**src/rtl/tank_pkg.sv**
```systemverilog
// Shared tank/projectile types, screen limits and the trig-to-velocity helper.
package tank_pkg;

    typedef logic [9:0]        coord_t;
    typedef logic signed [7:0] vel_t;
    typedef logic [7:0]        trig_t;

    localparam coord_t X_MAX = 10'd639;
    localparam coord_t Y_MAX = 10'd479;

    // trig is sign-magnitude Q0.7; the magnitude is (step * |trig|) >> 7.
    function automatic vel_t trig_to_vel(input logic [6:0] step, input trig_t trig);
        logic [13:0] prod;
        vel_t        mag;
        prod = 14'(step) * 14'(trig[6:0]);
        mag  = vel_t'({1'b0, prod[13:7]});
        return trig[7] ? -mag : mag;
    endfunction

endpackage

```
**src/rtl/bullet_pool_if.sv**
```systemverilog
// Tank-controller / collision-logic side of the bullet pool.
interface bullet_pool_if #(
    parameter int N_BULLETS = 4
);
    import tank_pkg::*;

    logic                             fire;
    coord_t                           tankX;
    coord_t                           tankY;
    trig_t                            sin;
    trig_t                            cos;
    logic [N_BULLETS-1:0]             wallTop;
    logic [N_BULLETS-1:0]             wallBottom;
    logic [N_BULLETS-1:0]             wallLeft;
    logic [N_BULLETS-1:0]             wallRight;
    logic [N_BULLETS-1:0]             kill;
    logic [N_BULLETS-1:0]             active;
    logic [10*N_BULLETS-1:0]          BulletX;
    logic [10*N_BULLETS-1:0]          BulletY;
    logic [$clog2(N_BULLETS+1)-1:0]   active_count;
    logic                             shot_fired;
    logic                             shot_dropped;

    modport master (
        output fire, tankX, tankY, sin, cos,
        output wallTop, wallBottom, wallLeft, wallRight, kill,
        input  active, BulletX, BulletY, active_count, shot_fired, shot_dropped
    );

    modport slave (
        input  fire, tankX, tankY, sin, cos,
        input  wallTop, wallBottom, wallLeft, wallRight, kill,
        output active, BulletX, BulletY, active_count, shot_fired, shot_dropped
    );

endinterface

```
**src/rtl/bullet_slot.sv**
```systemverilog
// One projectile slot: position, velocity, age, bounce count and retirement.
module bullet_slot
    import tank_pkg::*;
#(
    parameter int LIFETIME   = 1000,
    parameter int MAX_BOUNCE = 5
) (
    input  logic   frame_clk,
    input  logic   Reset,
    input  logic   i_load,
    input  coord_t i_init_x,
    input  coord_t i_init_y,
    input  vel_t   i_init_vx,
    input  vel_t   i_init_vy,
    input  logic   i_wall_tb,
    input  logic   i_wall_lr,
    input  logic   i_kill,
    output logic   o_active,
    output coord_t o_x,
    output coord_t o_y
);

    localparam int TIMER_W  = (LIFETIME > 1) ? $clog2(LIFETIME) : 1;
    localparam int BOUNCE_W = $clog2(MAX_BOUNCE + 1) + 1;

    logic                r_active;
    coord_t              r_x;
    coord_t              r_y;
    vel_t                r_vx;
    vel_t                r_vy;
    logic [TIMER_W-1:0]  r_timer;
    logic [BOUNCE_W-1:0] r_bounce;

    vel_t   w_vx_new;
    vel_t   w_vy_new;
    logic   w_wall;
    logic   w_retire;

    assign w_wall   = i_wall_tb | i_wall_lr;
    assign w_vx_new = i_wall_lr ? -r_vx : r_vx;
    assign w_vy_new = i_wall_tb ? -r_vy : r_vy;
    assign w_retire = i_kill
                    | (r_timer == TIMER_W'(LIFETIME - 1))
                    | (w_wall && (r_bounce == BOUNCE_W'(MAX_BOUNCE)));

    always_ff @(posedge frame_clk) begin
        if (!Reset) begin
            r_active <= 1'b0;
            r_x      <= '0;
            r_y      <= '0;
            r_vx     <= '0;
            r_vy     <= '0;
            r_timer  <= '0;
            r_bounce <= '0;
        end else if (i_load) begin
            r_active <= 1'b1;
            r_x      <= i_init_x;
            r_y      <= i_init_y;
            r_vx     <= i_init_vx;
            r_vy     <= i_init_vy;
            r_timer  <= '0;
            r_bounce <= '0;
        end else if (r_active) begin
            // A retiring slot freezes where it is; motion only happens while it survives.
            if (w_retire) begin
                r_active <= 1'b0;
            end else begin
                r_vx    <= w_vx_new;
                r_vy    <= w_vy_new;
                r_x     <= r_x + {{2{w_vx_new[7]}}, w_vx_new};
                r_y     <= r_y + {{2{w_vy_new[7]}}, w_vy_new};
                r_timer <= r_timer + TIMER_W'(1);
                if (w_wall) r_bounce <= r_bounce + BOUNCE_W'(1);
            end
        end
    end

    assign o_active = r_active;
    assign o_x      = r_x;
    assign o_y      = r_y;

endmodule

```
**src/rtl/bullet_pool.sv**
```systemverilog
// Per-tank projectile pool: fire edge detect, cooldown, lowest-free allocation and N slots.
module bullet_pool
    import tank_pkg::*;
#(
    parameter int N_BULLETS  = 4,
    parameter int STEP       = 32,
    parameter int LIFETIME   = 1000,
    parameter int MAX_BOUNCE = 5,
    parameter int COOLDOWN   = 15,
    parameter int SPAWN_MULT = 2
) (
    input  logic         frame_clk,
    input  logic         Reset,
    bullet_pool_if.slave bus
);

    localparam int CNT_W = $clog2(N_BULLETS + 1);
    localparam int CD_W  = (COOLDOWN > 0) ? $clog2(COOLDOWN + 1) : 1;

    logic                 r_fire_q;
    logic [CD_W-1:0]      r_cooldown;
    logic                 r_shot_fired;
    logic                 r_shot_dropped;
    logic [CNT_W-1:0]     r_active_count;

    logic                 w_fire_edge;
    logic                 w_take;
    logic                 w_alloc;
    logic                 w_drop;
    logic [N_BULLETS-1:0] w_active;
    logic [N_BULLETS-1:0] w_free;
    logic [N_BULLETS-1:0] w_lowest;
    logic [N_BULLETS-1:0] w_load;
    logic [CNT_W-1:0]     w_popcount;
    vel_t                 w_vx;
    vel_t                 w_vy;
    coord_t               w_spawn_x;
    coord_t               w_spawn_y;
    coord_t               w_x [N_BULLETS];
    coord_t               w_y [N_BULLETS];

    assign w_fire_edge = bus.fire & ~r_fire_q;
    assign w_take      = w_fire_edge && (r_cooldown == '0);
    assign w_free      = ~w_active;
    assign w_lowest    = w_free & (-w_free);
    assign w_alloc     = w_take & (|w_free);
    assign w_drop      = w_take & ~(|w_free);
    assign w_load      = w_alloc ? w_lowest : '0;

    // Screen Y grows downward, so a positive sine means moving toward smaller Y.
    assign w_vx      = trig_to_vel(7'(STEP), bus.cos);
    assign w_vy      = -trig_to_vel(7'(STEP), bus.sin);
    assign w_spawn_x = bus.tankX + coord_t'({{2{w_vx[7]}}, w_vx} * coord_t'(SPAWN_MULT));
    assign w_spawn_y = bus.tankY + coord_t'({{2{w_vy[7]}}, w_vy} * coord_t'(SPAWN_MULT));

    for (genvar i = 0; i < N_BULLETS; i++) begin : gen_slot
        bullet_slot #(
            .LIFETIME   (LIFETIME),
            .MAX_BOUNCE (MAX_BOUNCE)
        ) u_slot (
            .frame_clk  (frame_clk),
            .Reset      (Reset),
            .i_load     (w_load[i]),
            .i_init_x   (w_spawn_x),
            .i_init_y   (w_spawn_y),
            .i_init_vx  (w_vx),
            .i_init_vy  (w_vy),
            .i_wall_tb  (bus.wallTop[i] | bus.wallBottom[i]),
            .i_wall_lr  (bus.wallLeft[i] | bus.wallRight[i]),
            .i_kill     (bus.kill[i]),
            .o_active   (w_active[i]),
            .o_x        (w_x[i]),
            .o_y        (w_y[i])
        );
    end

    always_comb begin
        w_popcount = '0;
        for (int i = 0; i < N_BULLETS; i++) begin
            w_popcount = w_popcount + CNT_W'(w_active[i]);
        end
    end

    always_ff @(posedge frame_clk) begin
        if (!Reset) begin
            r_fire_q       <= 1'b0;
            r_cooldown     <= '0;
            r_shot_fired   <= 1'b0;
            r_shot_dropped <= 1'b0;
            r_active_count <= '0;
        end else begin
            r_fire_q       <= bus.fire;
            r_shot_fired   <= w_alloc;
            r_shot_dropped <= w_drop;
            r_active_count <= w_popcount;
            if (w_alloc) begin
                r_cooldown <= CD_W'(COOLDOWN);
            end else if (r_cooldown != '0) begin
                r_cooldown <= r_cooldown - CD_W'(1);
            end
        end
    end

    always_comb begin
        bus.BulletX = '0;
        bus.BulletY = '0;
        for (int i = 0; i < N_BULLETS; i++) begin
            bus.BulletX[10*i +: 10] = w_x[i];
            bus.BulletY[10*i +: 10] = w_y[i];
        end
    end

    assign bus.active       = w_active;
    assign bus.active_count = r_active_count;
    assign bus.shot_fired   = r_shot_fired;
    assign bus.shot_dropped = r_shot_dropped;

endmodule
```
**src/flat_wrapper.sv**
```systemverilog
// flat-port wrapper written by rule: the top's interface ports become plain ports
module bullet_pool_flat import tank_pkg::*;
#(
    parameter int N_BULLETS  = 4,
    parameter int STEP       = 32,
    parameter int LIFETIME   = 1000,
    parameter int MAX_BOUNCE = 5,
    parameter int COOLDOWN   = 15,
    parameter int SPAWN_MULT = 2
)
  (frame_clk, Reset, bus_fire, bus_tankX, bus_tankY, bus_sin, bus_cos, bus_wallTop, bus_wallBottom, bus_wallLeft, bus_wallRight, bus_kill, bus_active, bus_BulletX, bus_BulletY, bus_active_count, bus_shot_fired, bus_shot_dropped);
  bullet_pool_if #(.N_BULLETS(N_BULLETS)) bus_i ();
  input  logic frame_clk;
  input  logic Reset;
  input wire logic [$bits(bus_i.fire)-1:0] bus_fire;
  input wire logic [$bits(bus_i.tankX)-1:0] bus_tankX;
  input wire logic [$bits(bus_i.tankY)-1:0] bus_tankY;
  input wire logic [$bits(bus_i.sin)-1:0] bus_sin;
  input wire logic [$bits(bus_i.cos)-1:0] bus_cos;
  input wire logic [$bits(bus_i.wallTop)-1:0] bus_wallTop;
  input wire logic [$bits(bus_i.wallBottom)-1:0] bus_wallBottom;
  input wire logic [$bits(bus_i.wallLeft)-1:0] bus_wallLeft;
  input wire logic [$bits(bus_i.wallRight)-1:0] bus_wallRight;
  input wire logic [$bits(bus_i.kill)-1:0] bus_kill;
  output wire logic [$bits(bus_i.active)-1:0] bus_active;
  output wire logic [$bits(bus_i.BulletX)-1:0] bus_BulletX;
  output wire logic [$bits(bus_i.BulletY)-1:0] bus_BulletY;
  output wire logic [$bits(bus_i.active_count)-1:0] bus_active_count;
  output wire logic [$bits(bus_i.shot_fired)-1:0] bus_shot_fired;
  output wire logic [$bits(bus_i.shot_dropped)-1:0] bus_shot_dropped;
  assign bus_i.fire = bus_fire;
  assign bus_i.tankX = bus_tankX;
  assign bus_i.tankY = bus_tankY;
  assign bus_i.sin = bus_sin;
  assign bus_i.cos = bus_cos;
  assign bus_i.wallTop = bus_wallTop;
  assign bus_i.wallBottom = bus_wallBottom;
  assign bus_i.wallLeft = bus_wallLeft;
  assign bus_i.wallRight = bus_wallRight;
  assign bus_i.kill = bus_kill;
  assign bus_active = bus_i.active;
  assign bus_BulletX = bus_i.BulletX;
  assign bus_BulletY = bus_i.BulletY;
  assign bus_active_count = bus_i.active_count;
  assign bus_shot_fired = bus_i.shot_fired;
  assign bus_shot_dropped = bus_i.shot_dropped;
  bullet_pool #(.N_BULLETS(N_BULLETS), .STEP(STEP), .LIFETIME(LIFETIME), .MAX_BOUNCE(MAX_BOUNCE), .COOLDOWN(COOLDOWN), .SPAWN_MULT(SPAWN_MULT)) u_core (.frame_clk(frame_clk), .Reset(Reset), .bus(bus_i));
endmodule
```
**config.mk**
```make
export PLATFORM = sky130hd
export DESIGN_NAME = bullet_pool_flat
export DESIGN_NICKNAME = d
export VERILOG_FILES = /design/src/rtl/tank_pkg.sv /design/src/rtl/bullet_pool_if.sv /design/src/rtl/bullet_slot.sv /design/src/rtl/bullet_pool.sv /design/src/flat_wrapper.sv
export SDC_FILE = /design/constraint.sdc
export NUM_CORES = 1
export LEC_CHECK = 0
export BUFFER_PORTS_ARGS = -buffer_cell sky130_fd_sc_hd__buf_4
export CAP_MARGIN = 15
export CORE_UTILIZATION = 40
export DETAILED_ROUTE_END_ITERATION = 10
export HOLD_SLACK_MARGIN = 0.15
export MAX_ROUTING_LAYER = met4
export SETUP_SLACK_MARGIN = 0.5
export SLEW_MARGIN = 30
export SYNTH_ARGS = -nofsm -noshare
export SYNTH_HDL_FRONTEND = slang
export SYNTH_SLANG_ARGS = --single-unit
```
**constraint.sdc**
```tcl
create_clock -name frame_clk -period 5 [get_ports frame_clk]
set_clock_uncertainty 0.15 [all_clocks]
set_input_delay 0.5 -clock frame_clk [delete_from_list [all_inputs] [get_ports frame_clk]]
set_output_delay 0.5 -clock frame_clk [all_outputs]
set_load 0.03 [all_outputs]
```
==> impl_metrics.py <==
metrics = {
    "pwr": {
        "ir_drop_mv": 0.300,
        "p_leak_nw": 6.96,
        "power_density_nw_per_um2": 352,
    },
    "synth": {
        "synth_area_leaders": "dfxtp_1 (31%), ha_1 (11%), xnor2_1 (6.3%)",
        "synth_cell_types": 76,
        "synth_fp_nets": 1887,
        "synth_top_area_frac": 0.308,
        "async_reset_ff_frac": 0,
        "syn_area_per_cell_um2": 8.18,
        "synth_edf_count": 0,
        "synth_area_um2": 13900,
        "synth_common_cells": "nor2_1 (225), dfxtp_1 (214), nand2_1 (154)",
        "ys.flop_type": "dfxtp_1",
        "ys_ff_latch": 214,
        "yosysMostFrequentCell": "nor2_1",
        "synth-seq-area-share": 0.308,
        "syn_inst": 1700,
        "yosysWarnings": 0,
        "synth_largest_area_cell": "dfxtp_1",
    },
    "global_route": {
        "grt_pass1_wl_mm": 69.3,
        "grt_pass1_vias": 12300,
        "antenna_found_initial": 2,
        "grt_max_degree": 73,
        "track_usage": 0.253,
        "grt_overflow_total": 0,
    },
    "route": {
        "drc_errors": 0,
        "routed_wl_mm": 44.3,
        "via_count": 13100,
        "drt-initial-drc-count": 953,
        "ant_nets": 0,
        "dr.pass1.iters": 7,
        "routedWlPerCell_um": 19.3,
        "vias_per_cell": 5.71,
    },
    "place": {
        "dp_cells": 2246,
        "port_buffers": 143,
        "finalWeightedCongestion": 0.903,
        "place_hpwl_mm": 31.3,
    },
    "setup_path": {
        "critPathLaunchType": "input pin",
        "required_ns": 5.27,
        "rrSetupSlack_ns": 1.45,
        "end_kind": "register",
        "r2r_start": "u_core.gen_slot[0].u_slot.r_vy[0]",
        "crit_type": "input pin to register",
        "r2r-end": "u_core.gen_slot[0].u_slot.o_y[9]",
        "worstPathArrival_ns": 4.36,
        "worstPathMaxFanout": 7,
        "r2r_cells": 12,
    },
    "sta": {
        "final_hold_viol_count": 0,
        "timing.fmax_ghz": 0.244,
        "final.setup.tns_ns": 0,
        "final_max_slew_viol_count": 0,
        "worst_slew_margin_rel": 0.393,
        "min_period_ns": 4.10,
        "finalHoldWorstSlack_ns": 0.221,
        "rsz0062_at_grt": "no",
        "tightest_slew_ns": 0.910,
        "min_period_over_period": 0.819,
        "setup_viol": 0,
    },
    "floorplan": {
        "die_w_um": 188,
        "pin_count": 148,
        "start_util": 0.411,
        "num_rows": 67,
        "die-area_um2": 35500,
        "core_area_um2": 33900,
        "dieHeight_um": 188,
    },
    "hold_path": {
        "hp-class": "input pin to register",
        "min_from": "bus_tankX[0]",
        "hold_end": "u_core.gen_slot[2].u_slot.o_x[0]",
        "min_path_cells": 3,
    },
    "final_layout": {
        "layout-drive-gt1-share": 0.136,
        "fin_nets": 2017,
        "final-instance-count-excl-fill": 2298,
        "areaGrowthSynthToFinish_pct": 18.1,
    },
    "clocking": {
        "numCtsBuffers": 26,
        "cts-htree-levels": 1,
        "cts_setup_buffers": 0,
        "path_clk_slew_ns": 0.06,
        "cts_tree": "built",
        "clock-root-buffer": "clkbuf_16",
        "post_cts_resized": 0,
        "clkLatencyLatePin_ns": 0.54,
        "cts_num_sinks": 214,
        "max-clock-path-buffers": 3,
    },
    "job": {
        "cap_violations": 0,
    },
    "outcome": {
        "status": "completed",
    },
}
stage by stage:
stage / total power, mW / utilization / area, um2 / setup WS, ns
global placement: 3.76 / 0.457 / 15500 / 0.636
detailed placement: 3.80 / 0.457 / 15500 / 0.481
global route: 6.09 / 0.485 / 16400 / 0.662
CTS: 5.81 / 0.485 / 16400 / 0.912
finish: 5.79 / 0.485 / 16400 / 0.904
floorplan: 3.19 / - / 13900 / 1.38
final cells by class:
| class | count | area (um2) |
|---|---|---|
| fill | 3368 | 17400 |
| multi-input combinational | 1345 | 9080 |
| sequential | 214 | 4280 |
| timing repair buffer | 180 | 1360 |
| clock buffer | 38 | 807 |
| tap | 448 | 561 |
| inverter | 63 | 239 |
| clock inverter | 8 | 96.3 |
| antenna | 2 | 5.00 |
registers in the layout, indices dropped and copies added, names as in the netlist:
register / flops
u_core.r_cooldown: 4
u_core.gen_slot.u_slot.o_active: 4
u_core.gen_slot.u_slot.o_x: 40
u_core.gen_slot.u_slot.r_vy: 32
u_core.r_fire_q: 1
u_core.bus.shot_dropped: 1
u_core.gen_slot.u_slot.o_y: 40
u_core.bus.shot_fired: 1
u_core.gen_slot.u_slot.r_bounce: 16
u_core.bus.active_count: 3
u_core.gen_slot.u_slot.r_vx: 32
u_core.gen_slot.u_slot.r_timer: 40
where the power goes:
part | switching [mW] | internal [mW]
Combinational | 1.12 | 0.727
Clock | 0.781 | 1.21
Sequential | 0.128 | 1.81
Total | 2.03 | 3.75
worst max-delay path: stages:
cell and delay [ns]:
dlygate4sd3_1 0.52, buf_4 0.19, inv_1 0.08, ha_1 0.29, mux2i_1 0.37, inv_1 0.26
fa_1 0.48, a21o_1 0.18, a21oi_1 0.21, a21oi_1 0.12, o41ai_1 0.43, xnor2_2 0.32
a32oi_1 0.27, o211ai_1 0.11
repair_timing:
item | in CTS | in global routing
hold buffers | 4 | 0
hold endpoints to repair | 8 | 0
endpoints found under the setup margin | 0 | 0
layout by cell type (no fill, tap or decap), drive strengths merged, types with 7 or more instances in the layout:
| master | n |
|---|---|
| nor2 | 229 |
| dfxtp | 214 |
| buf | 176 |
| nand2 | 154 |
| a21oi | 152 |
| ha | 117 |
| xnor2 | 100 |
| xor2 | 82 |
| inv | 63 |
| a22oi | 54 |
| nor3 | 45 |
| o21ai | 41 |
| clkbuf | 38 |
| a211oi | 33 |
| a221oi | 31 |
| nand3 | 28 |
| a21o | 24 |
| nand4 | 23 |
| a31oi | 19 |
| o21a | 14 |
| o21bai | 14 |
| and3 | 13 |
| and2 | 12 |
| o211ai | 11 |
| or3 | 11 |
| fa | 11 |
| nor4 | 10 |
| o22ai | 9 |
| o31ai | 8 |
| nor2b | 7 |
| a311oi | 7 |
| or2 | 7 |
how the worst max path moves through the flow:
stage	to	slack [ns]	from
after global placement	u_core.gen_slot[3].u_slot.o_y[9]	0.64	bus_sin[2]
after CTS	u_core.gen_slot[3].u_slot.o_x[9]	0.91	bus_cos[2]
after detailed placement	u_core.gen_slot[3].u_slot.o_y[9]	0.48	bus_sin[2]
after floorplan	u_core.gen_slot[0].u_slot.o_y[9]	1.38	bus_sin[2]
final	u_core.gen_slot[3].u_slot.o_x[9]	0.90	bus_cos[2]
after global routing	u_core.gen_slot[0].u_slot.o_x[9]	0.66	bus_cos[2]
cells by family after synthesis:
group,count (synthesis),synth area share
fa+ha+maj,128,0.121
compound gates,462,0.223
flops,214,0.308
buf+inv,141,0.0415
mux,11,0.00845
simple gates,562,0.183
xor+xnor,182,0.115
metal layers:
metal | up-vias | track usage | wire length [um]
met5 | - | - | 0
met4 | 0 | 0.0760 | 1180
met3 | 67 | 0.0311 | 2440
met2 | 394 | 0.400 | 20300
met1 | 6261 | 0.337 | 20400
li1 | 6399 | - | -
Power figures use the tool's default switching activity.
